[config.mk]
export PLATFORM = sky130hd
export DESIGN_NAME = uart_pwm_cmd_rx
export DESIGN_NICKNAME = d
export VERILOG_FILES = /design/src/rtl/motor_pkg.sv /design/src/rtl/rx_sync.sv /design/src/rtl/uart_pwm_cmd_rx.sv
export SDC_FILE = /design/constraint.sdc
export NUM_CORES = 1
export LEC_CHECK = 0
export ABC_AREA = 1
export BUFFER_PORTS_ARGS = -buffer_cell sky130_fd_sc_hd__buf_4
export CAP_MARGIN = 0
export CORE_MARGIN = 2
export CORE_UTILIZATION = 25
export CTS_CLUSTER_DIAMETER = 120
export DETAILED_ROUTE_END_ITERATION = 16
export GPL_TIMING_DRIVEN = 0
export SETUP_SLACK_MARGIN = 0.15
export SLEW_MARGIN = 30
export SYNTH_ARGS = -nofsm -noshare
export SYNTH_HDL_FRONTEND = slang
export SYNTH_SLANG_ARGS = --single-unit
[constraint.sdc]
create_clock -name CLK -period 1.6 [get_ports CLK]
set_input_delay 0.24 -clock CLK [delete_from_list [all_inputs] [get_ports CLK]]
set_output_delay 0.24 -clock CLK [all_outputs]
set_load 0.005 [all_outputs]
[src/rtl/motor_pkg.sv]
// rtl/motor_pkg.sv - shared motor-control types and constants
package motor_pkg;

  // 100 MHz system clock, 250 kbaud command link
  localparam int CLKS_PER_BIT_100M_250K = 400;

  // Command receiver states
  typedef enum logic [2:0] {
    IDLE_WAIT = 3'd0,
    IDLE      = 3'd1,
    START     = 3'd2,
    DATA      = 3'd3,
    STOP      = 3'd4
  } rx_state_t;

  // Two-out-of-three vote used for mid-bit sampling
  function automatic logic maj3(input logic a, input logic b, input logic c);
    return (a & b) | (a & c) | (b & c);
  endfunction

endpackage

[src/rtl/rx_sync.sv]
// rtl/rx_sync.sv - two-flop synchronizer for asynchronous idle-high inputs
module rx_sync #(
  parameter logic RESET_VAL = 1'b1
) (
  input  logic clk,
  input  logic rst,
  input  logic d,
  output logic q
);

  logic meta;

  // Two flops in series; reset to the idle level so no false edge appears at release
  always_ff @(posedge clk) begin
    if (rst) begin
      meta <= RESET_VAL;
      q    <= RESET_VAL;
    end else begin
      meta <= d;
      q    <= meta;
    end
  end

endmodule

[src/rtl/uart_pwm_cmd_rx.sv]
// rtl/uart_pwm_cmd_rx.sv - 8N1 receiver loading the PWM duty register
module uart_pwm_cmd_rx
  import motor_pkg::*;
#(
  parameter int         CLKS_PER_BIT = CLKS_PER_BIT_100M_250K,
  parameter logic [7:0] PWM_RESET    = 8'h00
) (
  input  logic       CLK,
  input  logic       RST,
  input  logic       RX,
  output logic [7:0] PWM_Val,
  output logic       Byte_Valid,
  output logic       Frame_Err
);

  localparam int CW   = $clog2(CLKS_PER_BIT);
  localparam int HALF = CLKS_PER_BIT / 2;

  localparam logic [CW-1:0] CNT_LAST = CW'(CLKS_PER_BIT - 1);
  localparam logic [CW-1:0] CNT_HM1  = CW'(HALF - 1);
  localparam logic [CW-1:0] CNT_H    = CW'(HALF);
  localparam logic [CW-1:0] CNT_HP1  = CW'(HALF + 1);
  localparam logic [CW-1:0] CNT_ONE  = CW'(1);

  rx_state_t     state;
  logic [CW-1:0] cnt;
  logic [3:0]    bit_idx;
  logic [7:0]    shreg;
  logic          samp_a;
  logic          samp_b;
  logic          rx_s;
  logic          vote;
  logic          decide;
  logic          wrap;

  rx_sync #(.RESET_VAL(1'b1)) u_rx_sync (
    .clk (CLK),
    .rst (RST),
    .d   (RX),
    .q   (rx_s)
  );

  // Majority of the three mid-bit samples; the third sample is the live one
  always_comb begin
    vote   = maj3(samp_a, samp_b, rx_s);
    decide = (cnt == CNT_HP1);
    wrap   = (cnt == CNT_LAST);
  end

  // Frame FSM, bit timing, data shift and output registers
  always_ff @(posedge CLK) begin
    if (RST) begin
      state      <= IDLE_WAIT;
      cnt        <= '0;
      bit_idx    <= 4'd0;
      shreg      <= 8'h00;
      samp_a     <= 1'b1;
      samp_b     <= 1'b1;
      PWM_Val    <= PWM_RESET;
      Byte_Valid <= 1'b0;
      Frame_Err  <= 1'b0;
    end else begin
      Byte_Valid <= 1'b0;
      Frame_Err  <= 1'b0;

      if (cnt == CNT_HM1) samp_a <= rx_s;
      if (cnt == CNT_H)   samp_b <= rx_s;

      case (state)
        // Require a full bit time of continuous idle before arming for a start edge
        IDLE_WAIT: begin
          if (!rx_s) begin
            cnt <= '0;
          end else if (wrap) begin
            cnt   <= '0;
            state <= IDLE;
          end else begin
            cnt <= cnt + CNT_ONE;
          end
        end

        // The cycle that first sees the low line is count 0 of the start bit
        IDLE: begin
          if (!rx_s) begin
            state   <= START;
            cnt     <= CNT_ONE;
            bit_idx <= 4'd0;
          end else begin
            cnt <= '0;
          end
        end

        // A start bit that votes high at mid-bit was a glitch
        START: begin
          if (decide && vote) begin
            state <= IDLE;
            cnt   <= '0;
          end else if (wrap) begin
            state   <= DATA;
            bit_idx <= 4'd1;
            cnt     <= '0;
          end else begin
            cnt <= cnt + CNT_ONE;
          end
        end

        // Right shift so the first received bit ends up in bit 0
        DATA: begin
          if (decide) shreg <= {vote, shreg[7:1]};
          if (wrap) begin
            cnt <= '0;
            if (bit_idx == 4'd8) begin
              state   <= STOP;
              bit_idx <= 4'd9;
            end else begin
              bit_idx <= bit_idx + 4'd1;
            end
          end else begin
            cnt <= cnt + CNT_ONE;
          end
        end

        // Accept at mid stop bit so a back-to-back start edge is not missed
        STOP: begin
          if (decide) begin
            cnt <= '0;
            if (vote) begin
              PWM_Val    <= shreg;
              Byte_Valid <= 1'b1;
              state      <= IDLE;
            end else begin
              Frame_Err <= 1'b1;
              state     <= IDLE_WAIT;
            end
          end else begin
            cnt <= cnt + CNT_ONE;
          end
        end

        default: begin
          state <= IDLE_WAIT;
          cnt   <= '0;
        end
      endcase
    end
  end

endmodule

==> summary.txt <==
Logic synthesis
  – Post-synthesis sequential area ratio: 41.5%
  – Syn Nets: 246
  – Post-synth cell types: 30
  – Cell area after synthesis: 0.00183 mm²
  – Ys async rst share: 0%
  – Post-synth top flop: dfxtp_1
  – Mean Syn Cell Area: 7.70 µm²
  – Top-area cell type share of the netlist area: 41.5%
  – Number of flops mapped to enable cells by yosys: 0
  – Yosys warns: 0
  – Post-synth top area cell: dfxtp_1
  – Synth area leaders: dfxtp_1, inv_1, nand2_1
  – Gate Count Post-Synth: 238
  – #FFs+latches synth: 38

Setup path
  – Worst r2r src: cnt[1]$_SDFF_PP0_
  – Critical path required time: 1.78 ns
  – Cell chain of the critical path: inv_4 > ha_4 > nand2_4 > nor2_4 > nand3_4 > nor2_4 > buf_6 > nand2_2 > o211ai_1 > inv_1
  – Most used cell, CP: nor2_4
  – Critical path's largest stage delay: 0.37 ns
  – Crit Path Class: flop to flop
  – WP buf/inv: 3
  – Slowest stage cell, crit path: dfxtp_4
  – R2R depth: 10
  – CP top delay family: simple AND/OR/NAND/NOR gates
  – Worst R2R End: PWM_Val[0]$_SDFFE_PP0P_
  – Reg2reg setup slack: 0.11 ns
  – Worst setup EP type: flop
  – Arrival time at the worst endpoint: 1.67 ns
  – Startpoint types: flop
  – Critical-path maximum fanout: 7

Clock network
  – Reg clk slew, reported paths: 0.07 ns
  – CTS sink count: 38
  – Clk Latency, worst-skew pair: 0.29 ns
  – TritonCTS clock tree: built
  – CTS Root Cell: clkbuf_8
  – H-tree levels: 2
  – Number of hold buffers added after cts: 0
  – Clock Path Buffers: 2
  – Inserted Clock Buffers: 5

Hold path
  – Destination of the worst hold path: u_rx_sync.meta$_SDFF_PP1_
  – Worst Hold Path Cells: 2
  – HP Start: RX
  – Min-delay worst type: input port to flop

Global routing
  – Largest net degree at the start of global routing: 13
  – Remaining global-route overflow: 0
  – Global Route Usage Sum: 9.81%
  – Vias in the first global route: 1,398
  – Initial antenna violation count: 0
  – First-pass GRT wire length: 6150 µm

Timing
  – Skew final: 0.00491 ns
  – Final slew viol count: 0
  – Final Hold Fails: 0
  – Worst-Margin Slew: 0.433 ns
  – Final Cycle Share: 92.9%
  – Setup TNS: 0 ns
  – Maximum clock frequency: 673 MHz
  – RSZ-0062 raised after global routing: yes
  – Minimum clock period: 1.49 ns
  – Worst relative slew slack: 71.1%
  – Setup violations, final: 0

Power
  – Worst vdd ir: 0.000684 V
  – PD cells: 1270 mW/mm²
  – Leakage power: 0.960 nW

Layout
  – Final core utilization: 33.6%
  – Layout cell share with drive strength beyond 1: 35.4%
  – Ant diodes: 0
  – # fillers: 742
  – Fin nets: 275
  – Area Overhead vs Synth: 31.7%

Route
  – Final wirelength: 3720 µm
  – Via density: 4.13
  – Vias: 1,514
  – Remaining DRCs: 0
  – DR pass1 iterations: 4
  – WL per Instance: 10.1 µm
  – Routed Antenna Nets: 0
  – Initial DRC count: 65

Die
  – Die ar.: 0.00803 mm²
  – Site row count: 31
  – Core area: 0.00718 mm²
  – Die W: 89.6 µm
  – Starting Density: 25.5%
  – Die Span Y: 89.6 µm
  – I/O pin cnt: 13

Place
  – GP Congestion: 0.837
  – Port Buffers: 11
  – Placed wire-length estimate: 2600 µm

Flow run
  – Max-Cap Viols: 0

Run status
  – Status: complete, no violations
cells by family (layout without fill, tap and decap cells):
kind of cell / after synthesis / count (layout) / share of synthesized area [%]
buffers and inverters: 47 / 77 / 10.5
and+or+nand+nor: 94 / 94 / 27.8
adders and majority gates: 5 / 5 / 3.42
DFF: 38 / 38 / 41.5
xor gates and xnor gates: 6 / 6 / 2.87
AOI/OAI and AO/OA: 48 / 48 / 13.9
layer usage:
metal  track usage [%]  wire length [µm]  share of wire, %
met4              3.93                65               1.7
met3              2.83                84               2.3
met5                 0                 0                 0
met1              13.4              1900                51
met2              14.5              1670                45
Yosys cell counts, types with 2 or more instances:
master,number
nor2_4,6
nor2_1,16
nor3_1,2
nand3_1,11
o211ai_1,4
clkbuf_1,2
inv_2,6
nand2_1,34
nor4_1,3
buf_6,2
a21oi_1,22
ha_1,5
nor2_2,2
nand4_1,2
nand3_2,3
xor2_1,5
nand2_2,9
o21ai_0,19
inv_1,36
dfxtp_1,38
or2_2,2
state kept, by name, indices dropped and copies added, names as in the netlist:
signal,count
cnt,9
PWM_Val,8
shreg,8
bit_idx,4
state,3
Byte_Valid,1
Frame_Err,1
samp_a,1
samp_b,1
u_rx_sync.meta,1
u_rx_sync.q,1
layout by cell type (no fill, tap or decap), types with 2 or more instances in the layout:
cell / n
nor2_1: 15
nand3_4: 3
o211ai_1: 4
inv_1: 33
nand2_4: 7
inv_4: 2
dfxtp_2: 4
a21oi_1: 17
xor2_1: 5
nand3_1: 8
inv_2: 7
nand2_2: 12
ha_1: 3
buf_4: 18
a21oi_2: 5
nand2_1: 25
clkbuf_8: 6
o21ai_1: 5
nor4_1: 3
nor2_2: 2
dfxtp_4: 2
ha_4: 2
or2_2: 2
dfxtp_1: 32
clkbuf_1: 2
nand3_2: 4
buf_6: 6
nor2_4: 7
o21ai_0: 14
nand4_1: 2
cell type report:
class	instances	area [µm²]	share of cell area, %
Clock buffer	6	82.6	3.42
Tap cell	99	124	5.13
Inverter	42	163	6.74
Sequential cell	38	773	32.1
Buffer	5	41.3	1.71
Multi-Input combinational cell	153	1030	42.6
Timing Repair Buffer	22	189	7.83
Clock inverter	2	12.5	0.519
stage by stage:
step	instance area (µm²)	total power, mW	setup WS [ns]	hold WS (ns)	cells
3_3_place_gp	2040	2.05	0.0786	0.395	348
2_1_floorplan	1830	1.89	0.216	0.344	238
3_5_place_dp	2040	2.07	0.0621	0.393	348
6_report	2410	3.06	0.113	0.136	367
5_1_grt	2410	3.29	0.0213	0.117	367
4_1_cts	2290	2.93	0.136	0.126	366
worst max path at each step:
stage                      start                 endpoint  slack, ns  cells after the start
3_5_place_dp   cnt[0]$_SDFF_PP0_    state[0]$_SDFFE_PP0P_       0.06                     11
4_1_cts        cnt[1]$_SDFF_PP0_        cnt[8]$_SDFF_PP0_       0.14                     11
2_1_floorplan  cnt[0]$_SDFF_PP0_    state[0]$_SDFFE_PP0P_       0.22                     10
5_1_grt        cnt[1]$_SDFF_PP0_    state[1]$_SDFFE_PP0P_       0.02                     12
6_report       cnt[1]$_SDFF_PP0_  PWM_Val[0]$_SDFFE_PP0P_       0.11                     10
3_3_place_gp   cnt[1]$_SDFF_PP0_        cnt[3]$_SDFF_PP0_       0.08                     11
report_power, final:
group	internal (mW)	switching, mW	leakage, nW	total [mW]
Sequential	1.08	0.144	0.311	1.22
Clock	0.346	0.331	0.0472	0.677
Combinational	0.433	0.727	0.602	1.16
what timing repair did:
item                                    4_1_cts  5_1_grt
endpoints found under the setup margin       20       33
resized for setup                            20       38
buffers inserted                             10        1
endpoints found under the hold margin         0        0
pin swaps                                     8       10
Power figures use the tool's default switching activity.
